`src/rtl/mul_feed_stage.sv`:
```
// Operand conditioning stage ahead of a combinational 32-bit multiplier.
// Registers truncated/shifted operands, then queues products in a small FIFO.
module mul_feed_stage #(
  parameter int SHIFT = 1,
  parameter int DEPTH = 2
) (
  input  logic                     clk,
  input  logic                     rst,
  input  logic                     in_valid,
  output logic                     in_ready,
  input  logic [31:0]              in_a,
  input  logic [31:0]              in_b,
  output logic [31:0]              mul_a,
  output logic [31:0]              mul_b,
  input  logic [31:0]              mul_out,
  output logic                     res_valid,
  input  logic                     res_ready,
  output logic [31:0]              res_data,
  output logic [$clog2(DEPTH):0]   count
);

  localparam int DATA_W = 32;
  localparam int PW     = $clog2(DEPTH);
  localparam int CW     = PW + 1;

  function automatic logic [DATA_W-1:0] cond_op(input logic [15:0] x);
    logic [15:0] lo;
    lo = x >> SHIFT;
    return {16'b0, lo};
  endfunction

  logic              vld_p1;
  logic [DATA_W-1:0] op_a_p1;
  logic [DATA_W-1:0] op_b_p1;
  logic [DATA_W-1:0] mem_p2 [DEPTH];
  logic [PW-1:0]     wptr_p2;
  logic [PW-1:0]     rptr_p2;
  logic [CW-1:0]     cnt_p2;

  logic accept, push, pop, full;
  logic unused_hi;

  // Upper operand halves are discarded by conditioning.
  assign unused_hi = ^{in_a[31:16], in_b[31:16]};

  assign full      = (cnt_p2 == CW'(DEPTH));
  assign res_valid = (cnt_p2 != '0);
  assign pop       = res_valid && res_ready;
  assign push      = vld_p1 && (!full || pop);
  assign in_ready  = !vld_p1 || push;
  assign accept    = in_valid && in_ready;

  assign mul_a    = op_a_p1;
  assign mul_b    = op_b_p1;
  assign res_data = mem_p2[rptr_p2];
  assign count    = cnt_p2;

  // Stage 1: conditioned operands presented to the multiplier
  always_ff @(posedge clk or posedge rst) begin
    if (rst) begin
      vld_p1  <= 1'b0;
      op_a_p1 <= '0;
      op_b_p1 <= '0;
    end else begin
      if (accept) begin
        vld_p1  <= 1'b1;
        op_a_p1 <= cond_op(in_a[15:0]);
        op_b_p1 <= cond_op(in_b[15:0]);
      end else if (push) begin
        vld_p1 <= 1'b0;
      end
    end
  end

  // Stage 2: product FIFO; full/empty resolved by occupancy, pointers wrap freely
  always_ff @(posedge clk or posedge rst) begin
    if (rst) begin
      wptr_p2 <= '0;
      rptr_p2 <= '0;
      cnt_p2  <= '0;
      for (int i = 0; i < DEPTH; i++) mem_p2[i] <= '0;
    end else begin
      if (push) begin
        mem_p2[wptr_p2] <= mul_out;
        wptr_p2         <= wptr_p2 + PW'(1);
      end
      if (pop) rptr_p2 <= rptr_p2 + PW'(1);
      case ({push, pop})
        2'b10:   cnt_p2 <= cnt_p2 + CW'(1);
        2'b01:   cnt_p2 <= cnt_p2 - CW'(1);
        default: cnt_p2 <= cnt_p2;
      endcase
    end
  end

endmodule
```
`config.mk`:
```
export PLATFORM = sky130hd
export DESIGN_NAME = mul_feed_stage
export DESIGN_NICKNAME = d
export VERILOG_FILES = /design/src/rtl/mul_feed_stage.sv
export SDC_FILE = /design/constraint.sdc
export NUM_CORES = 1
export LEC_CHECK = 0
export ABC_CLOCK_PERIOD_IN_PS = 6800
export BUFFER_PORTS_ARGS = -buffer_cell sky130_fd_sc_hd__buf_2
export CORE_MARGIN = 3
export CORE_UTILIZATION = 30
export CTS_BUF_LIST = sky130_fd_sc_hd__clkbuf_8
export DETAILED_ROUTE_END_ITERATION = 16
export GPL_TIMING_DRIVEN = 0
export PLACE_DENSITY = 0.65
export SLEW_MARGIN = 20
export SYNTH_ARGS = -nofsm -noshare
export SYNTH_HDL_FRONTEND = slang
export SYNTH_SLANG_ARGS = --single-unit
export TNS_END_PERCENT = 10
```
`constraint.sdc`:
```
create_clock -name clk -period 6.8 [get_ports clk]
set_clock_uncertainty 0.2 [all_clocks]
set_input_delay 0.34 -clock clk [delete_from_list [all_inputs] [get_ports clk]]
set_output_delay 0.34 -clock clk [all_outputs]
set_load 0.03 [all_outputs]
```
==> run_results.csv, run 1 <==
group,metric,value,unit
outcome,outcome,"finished clean",
timing,slew_viol_final,0,
timing,setup_viol_count_final,0,
clock_tree,clock_latency,0.38,ns
placement,hpwl,6800,µm
routing,drt-total-wl,9830,µm
logic_synthesis,netlist_area,0.004404,mm²
routing,viasPerCell,4.149,
floorplan,io_pins,200,
floorplan,core_area,0.01410,mm²
grt,grt_pass1_vias,3266,
cells_and_area,nFillCells,1277,
power_and_ir_drop,p_leak,2.967,nW
min_path,min_from,"res_ready",
clock_tree,numCtsBuffers,9,
routing,antenna_left,0,
timing,rsz0062_at_grt,"no",
grt,antenna_found_initial,0,
grt,grt_pass1_wl,15910,µm
routing,dr.pass1.iters,4,
floorplan,fp.dieArea,0.01617,mm²
run,maxCapViolations,0,
routing,vias,2971,
critical_path,rrSetupSlack,4.91,ns
power_and_ir_drop,peakVddDrop,0.1846,mV
routing,drcViolationCount,0,
placement,gp_congestion,0.7133,
critical_path,worstReg2RegEnd,"count[1]",
logic_synthesis,synth_seq_area_share,56.25,%
timing,max_freq,413.0,MHz
critical_path,crit_top_cell,"buf_2",
min_path,whs_endpoint,"vld_p1",
cells_and_area,finish.utilization,44.49,%
clock_tree,tritoncts,"done",
min_path,hold-path-cell-count,3,
critical_path,ff2ff_path_depth,5,
critical_path,cp_cell_sequence,"clkbuf_1 > buf_2 > mux2_2 > buf_2",
floorplan,die_h,127.2,µm
logic_synthesis,synthDistinctLibCells,20,
timing,finalCritPeriodShare,35.61,%
critical_path,critPathMaxStageDelay,0.38,ns
floorplan,die_w,127.2,µm
logic_synthesis,ys_warn_count,0,
cells_and_area,antenna_cells,0,
cells_and_area,nets,632,
clock_tree,cts.sinks,99,
critical_path,critPathLaunchType,"register",
power_and_ir_drop,power.density,418.0,mW/mm²
floorplan,num_rows,43,
routing,wl_per_cell,13.73,µm
grt,grt-ovfl-total,0,
clock_tree,cts_buffer_depth,2,
floorplan,initial_core_util,31.24,%
timing,min_period,2.422,ns
clock_tree,clk_pin_slew_worst_paths,0.11,ns
logic_synthesis,syn_area_per_cell,15.13,µm²
clock_tree,ctsResizeCount,0,
critical_path,cp-end-kind,"output pin",
clock_tree,cts_max_level,3,
clock_tree,root_buffer,"clkbuf_8",
critical_path,crit_required,6.26,ns
grt,grt_max_degree,60,
timing,hold_viol,0,
grt,grt.total_usage,12.44,%
cells_and_area,area_delta_synth_final,42.39,%
logic_synthesis,synth_cells,291,
critical_path,path_class,"reg2out",
critical_path,crit_path_max_fanout,10,
min_path,hold_path_class,"in2reg",
timing,fin_setup_tns,0,ns
cells_and_area,drive_gt1_share,49.44,%
logic_synthesis,synth_seq_cells,99,
critical_path,arrival,1.88,ns
routing,drtIter0Drc,57,
placement,io_buffers,131,
critical_path,rr_startpoint,"count[0]",
critical_path,slowest_stage,"mux2_2",
## power breakdown
part | leakage, nW | total (mW) | switching [mW] | internal [mW]
logic | 1.72 | 1.30 | 0.757 | 0.547
registers | 1.16 | 0.950 | 0.119 | 0.830
clock network | 0.0951 | 0.368 | 0.225 | 0.143
total | 2.97 | 2.62 | 1.10 | 1.52
## cell families (layout without fill, tap and decap cells)
logic type / Yosys count / in the layout / synth area share [%]
AND/OR/NAND/NOR: 11 / 11 / 2.074
flip-flops: 99 / 99 / 56.25
adder cells (fa/ha/maj): 1 / 1 / 0.2840
XOR/XNOR: 5 / 5 / 0.9945
other: 1 / 34 / 0.08515
buffers and inverters: 48 / 260 / 8.096
multiplexers: 126 / 126 / 32.22
## cells in the mapped netlist
master     number  area share, %
and2_1          1           0.14
buf_2           3           0.34
buf_4          40            6.8
buf_6           3           0.77
clkbuf_1        1          0.085
conb_1          1          0.085
dfrtp_1        99             56
ha_1            1           0.28
inv_1           1          0.085
mux2_1         60             15
mux2_2         66             17
nand2_1         2           0.17
nand2b_1        2           0.28
nand4bb_1       1           0.26
nor2_1          1          0.085
nor2_2          1           0.14
nor3b_4         2           0.85
or2_2           1           0.14
xnor2_1         3           0.60
xor2_1          2           0.40
## routing by layer
| layer | vias up | GRT usage (%) | routed length, µm |
|---|---|---|---|
| li1 | 1418 | - | - |
| met1 | 1431 | 14.09 | 3953 |
| met2 | 114 | 21.70 | 4949 |
| met3 | 8 | 5.100 | 816 |
| met4 | 0 | 3.407 | 111 |
| met5 | - | 0 | 0 |
## sequential cells by signal (all words and copies together), names as in the netlist
| name | count |
|---|---|
| count | 2 |
| wptr_p2 | 1 |
| mul_a | 15 |
| mul_b | 15 |
| vld_p1 | 1 |
| mem_p2 | 64 |
| rptr_p2 | 1 |
## cell usage in the layout, fill, tap and decap left out, types with 2 or more instances in the layout
| cell type | instances |
|---|---|
| inv_8 | 2 |
| nand2_1 | 2 |
| xor2_1 | 2 |
| buf_4 | 40 |
| clkbuf_8 | 9 |
| mux2_2 | 66 |
| mux2_1 | 60 |
| inv_6 | 5 |
| buf_2 | 134 |
| dfrtp_1 | 99 |
| buf_6 | 3 |
| conb_1 | 34 |
| dlygate4sd3_1 | 64 |
| nand2b_1 | 2 |
| nor3b_4 | 2 |
| xnor2_1 | 3 |
## per-stage QoR
stage	hold slack, ns	total power, mW	area, µm²	worst slack (ns)	cells
2_1_floorplan	0.2484	1.912	4528	3.670	324
3_5_place_dp	0.1718	2.258	5441	4.745	636
6_report	0.1571	2.621	6271	4.378	716
4_1_cts	0.1257	2.672	6271	4.291	716
3_3_place_gp	0.2608	2.214	5409	2.668	635
5_1_grt	0.1458	2.793	6271	4.203	716
## critical path: cells and delay by family, from the launching register on
| kind | cells | cell delay (ns) |
|---|---|---|
| multiplexers | 1 | 0.38 |
| flip-flops | 1 | 0.34 |
| buffers and inverters | 3 | 0.78 |
## timing repair
| action | 4_1_cts | 5_1_grt |
|---|---|---|
| hold buffers | 64 | 0 |
| endpoints found under the hold margin | 135 | 0 |
| buffers inserted | 0 | 0 |
## final cells by class
| cell class | count | area [µm²] | share of cell area, % |
|---|---|---|---|
| multi-input combinational | 177 | 1694 | 27.02 |
| tap | 180 | 225.2 | 3.591 |
| inverter | 1 | 8.758 | 0.1397 |
| sequential | 99 | 2477 | 39.51 |
| buffer | 47 | 352.8 | 5.626 |
| clock inverter | 7 | 65.06 | 1.038 |
| clock buffer | 9 | 123.9 | 1.975 |
| timing repair buffer | 196 | 1324 | 21.11 |
## worst max path at each step
stage                  from           end  cells past startpoint
floorplan               rst      count[0]                      1
global placement        rst    mem_p2[20]                      2
detailed placement  rptr_p2  res_data[29]                      4
CTS                 rptr_p2  res_data[29]                      4
global route        rptr_p2  res_data[11]                      4
finish              rptr_p2  res_data[29]                      4
No activity file was read; power rests on OpenSTA's default activity.
==> run 2: changes to the inputs <==
ABC_AREA = 1   (was unset)
ABC_CLOCK_PERIOD_IN_PS = 2400   (was 6800)
clock period = 2.4 ns   (was 6.8 ns; I/O delays follow)
==> run_results.csv, run 2 <==
group,metric,value,unit
outcome,outcome,"finished clean",
logic_synthesis,synth_seq_cells,99,
cells_and_area,largest_register_ffs,64,
clock_tree,clk_pin_slew_worst_paths,0.10,ns
critical_path,arrival,1.91,ns
routing,wl_per_cell,13.85,µm
logic_synthesis,synthArstFlopShare,100.0,%
critical_path,crit_path_max_fanout,10,
critical_path,path_class,"reg2out",
clock_tree,tritoncts,"done",
placement,gp_congestion,0.7897,
clock_tree,cts.sinks,99,
placement,place_area,0.005822,mm²
routing,drt-total-wl,14420,µm
logic_synthesis,ys.flop_type,"dfrtp_1",
logic_synthesis,synth_edf_count,0,
clock_tree,clock_latency,0.37,ns
routing,viasPerCell,4.491,
clock_tree,post_cts_buffers,0,
floorplan,io_pins,200,
cells_and_area,nets,926,
logic_synthesis,synth_common_cells,"nand2_1, dfrtp_1, nand4_1, buf_4, nand3_1",
power_and_ir_drop,peakVddDrop,0.3954,mV
cells_and_area,drive_gt1_share,26.39,%
min_path,hold-path-cell-count,4,
floorplan,core_area,0.01526,mm²
logic_synthesis,netlist_area,0.004700,mm²
timing,setup_viol_count_final,0,
logic_synthesis,synth.area.top_cells,"dfrtp_1, nand2_1, nand4_1",
routing,dr.pass1.iters,5,
grt,grt_pass1_wl,23540,µm
cells_and_area,nFillCells,1522,
floorplan,fp.dieArea,0.01720,mm²
logic_synthesis,synth_cells,582,
cells_and_area,multi_input_area,0.001859,mm²
timing,maxSlewHeadroom,57.88,%
timing,min_period,2.225,ns
cells_and_area,fin_cells,1041,
power_and_ir_drop,power,7.811,mW
floorplan,num_rows,45,
clock_tree,cts_buffer_depth,2,
min_path,hold_path_class,"in2reg",
cells_and_area,antenna_cells,0,
power_and_ir_drop,power.density,1170,mW/mm²
clock_tree,numCtsBuffers,9,
critical_path,ff2ff_path_depth,8,
logic_synthesis,netlist.area_leader.share,52.72,%
logic_synthesis,synthDistinctLibCells,17,
critical_path,cp-end-kind,"output pin",
placement,hpwl,9963,µm
cells_and_area,area_delta_synth_final,42.04,%
cells_and_area,layout_common_cells,"nand2_1, buf_2, dfrtp_1",
timing,worst_slew_pin_slew,0.6305,ns
logic_synthesis,synth_largest_area_cell,"dfrtp_1",
logic_synthesis,synth_seq_area_share,52.72,%
grt,grt_pass1_vias,4605,
placement,io_buffers,131,
logic_synthesis,ys_warn_count,0,
logic_synthesis,yosysMostFrequentCell,"nand2_1",
cells_and_area,ff_latch_area,0.002477,mm²
run,maxCapViolations,0,
routing,drtIter0Drc,226,
grt,grt_max_degree,33,
routing,vias,4675,
critical_path,crit_required,2.08,ns
grt,antenna_found_initial,0,
grt,grt.total_usage,16.71,%
floorplan,die_h,131.2,µm
timing,hold_viol,0,
grt,grt-ovfl-total,0,
timing,fin_setup_tns,0,ns
cells_and_area,final_common_cell,"nand2_1",
critical_path,critPathLaunchType,"register",
clock_tree,root_buffer,"clkbuf_8",
timing,rsz0062_at_grt,"no",
timing,finalCritPeriodShare,92.71,%
placement,dp.cells,960,
cells_and_area,top_register,"mem_p2",
timing,max_freq,449.4,MHz
routing,antenna_left,0,
cells_and_area,final_area,0.006675,mm²
routing,drcViolationCount,0,
power_and_ir_drop,p_leak,3.749,nW
floorplan,initial_core_util,30.80,%
timing,slew_viol_final,0,
clock_tree,cts_max_level,3,
floorplan,die_w,131.2,µm
logic_synthesis,syn_area_per_cell,8.075,µm²
[run 2: cell count changes in the layout (fill, tap and decap cells not counted), sizes merged, moves of 2 or more]
cell	change
nand2	+291
mux2	-126
nand4	+65
nand3	+34
buf	+20
clkbuf	+12
clkinv	+3
inv	+3
nand2b	-2
nor2	-2
nor3b	-2
xnor2	-2
[run 2: power by group]
part           leakage [nW]  switching [mW]  internal [mW]
logic                  2.43            2.84           1.19
registers              1.22           0.343           2.31
clock network         0.102           0.637          0.492
total                  3.75            3.82           3.99
[run 2: path summary, 6_finish.rpt]
| check | from | end | slack, ns |
|---|---|---|---|
| setup / recovery | rptr_p2 | res_data[1] | 0.17 |
| hold / removal | in_valid | vld_p1 | 0.10 |
| setup reg to reg | count[0] | count[1] | 0.52 |
| hold reg to reg | mul_a[0] | mul_a[0] | 0.28 |
| max in group asynchronous | rst | mem_p2[45] | 1.09 |
| min in group asynchronous | rst | mul_a[7] | 0.16 |
[run 2: per-layer routing]
metal	part of all wire [%]	vias up	GRT usage, %
li1	-	2296	-
met1	43	2168	21.73
met2	46	192	26.96
met3	8.5	19	4.900
met4	1.6	0	5.251
met5	0	-	0
[run 2: critical path, stage by stage (launching register included)]
cell      delay [ns]
dfrtp_1         0.37
clkbuf_1        0.18
inv_2           0.16
clkbuf_1        0.39
nand2_1         0.10
nand2_1         0.12
buf_2           0.21
[run 2: metrics by stage]
stage                     utilization [%]  hold WS [ns]  setup slack (ns)
final                               43.75        0.1031            0.1749
after global routing                43.75        0.1245           0.02154
after CTS                           43.73       0.06983            0.1145
after detailed placement            38.16       0.03336            0.5304
after global placement              37.66        0.1485            0.1639
after floorplan                         -       0.06473            0.4691
[run 2: final cells by class]
| cell class | instances | area share, % |
|---|---|---|
| sequential | 99 | 37.11 |
| multi-input combinational | 430 | 27.85 |
| timing repair buffer | 199 | 20.69 |
| buffer | 77 | 6.823 |
| tap | 211 | 3.955 |
| clock buffer | 9 | 1.856 |
| clock inverter | 7 | 1.143 |
| inverter | 9 | 0.5623 |
[run 2: logic make-up after synthesis]
logic type | count (synthesis) | share of synthesized area, %
xor+xnor | 3 | 0.5592
fa+ha+maj | 1 | 0.2662
buf+inv | 86 | 10.36
flops | 99 | 52.72
other cells | 1 | 0.07980
simple gates | 392 | 36.02
[run 2: repair_timing]
item | 4_1_cts | 5_1_grt
gates resized for setup | 0 | 5
hold buffers | 65 | 0
setup endpoints to repair | 0 | 28
endpoints found under the hold margin | 139 | 0
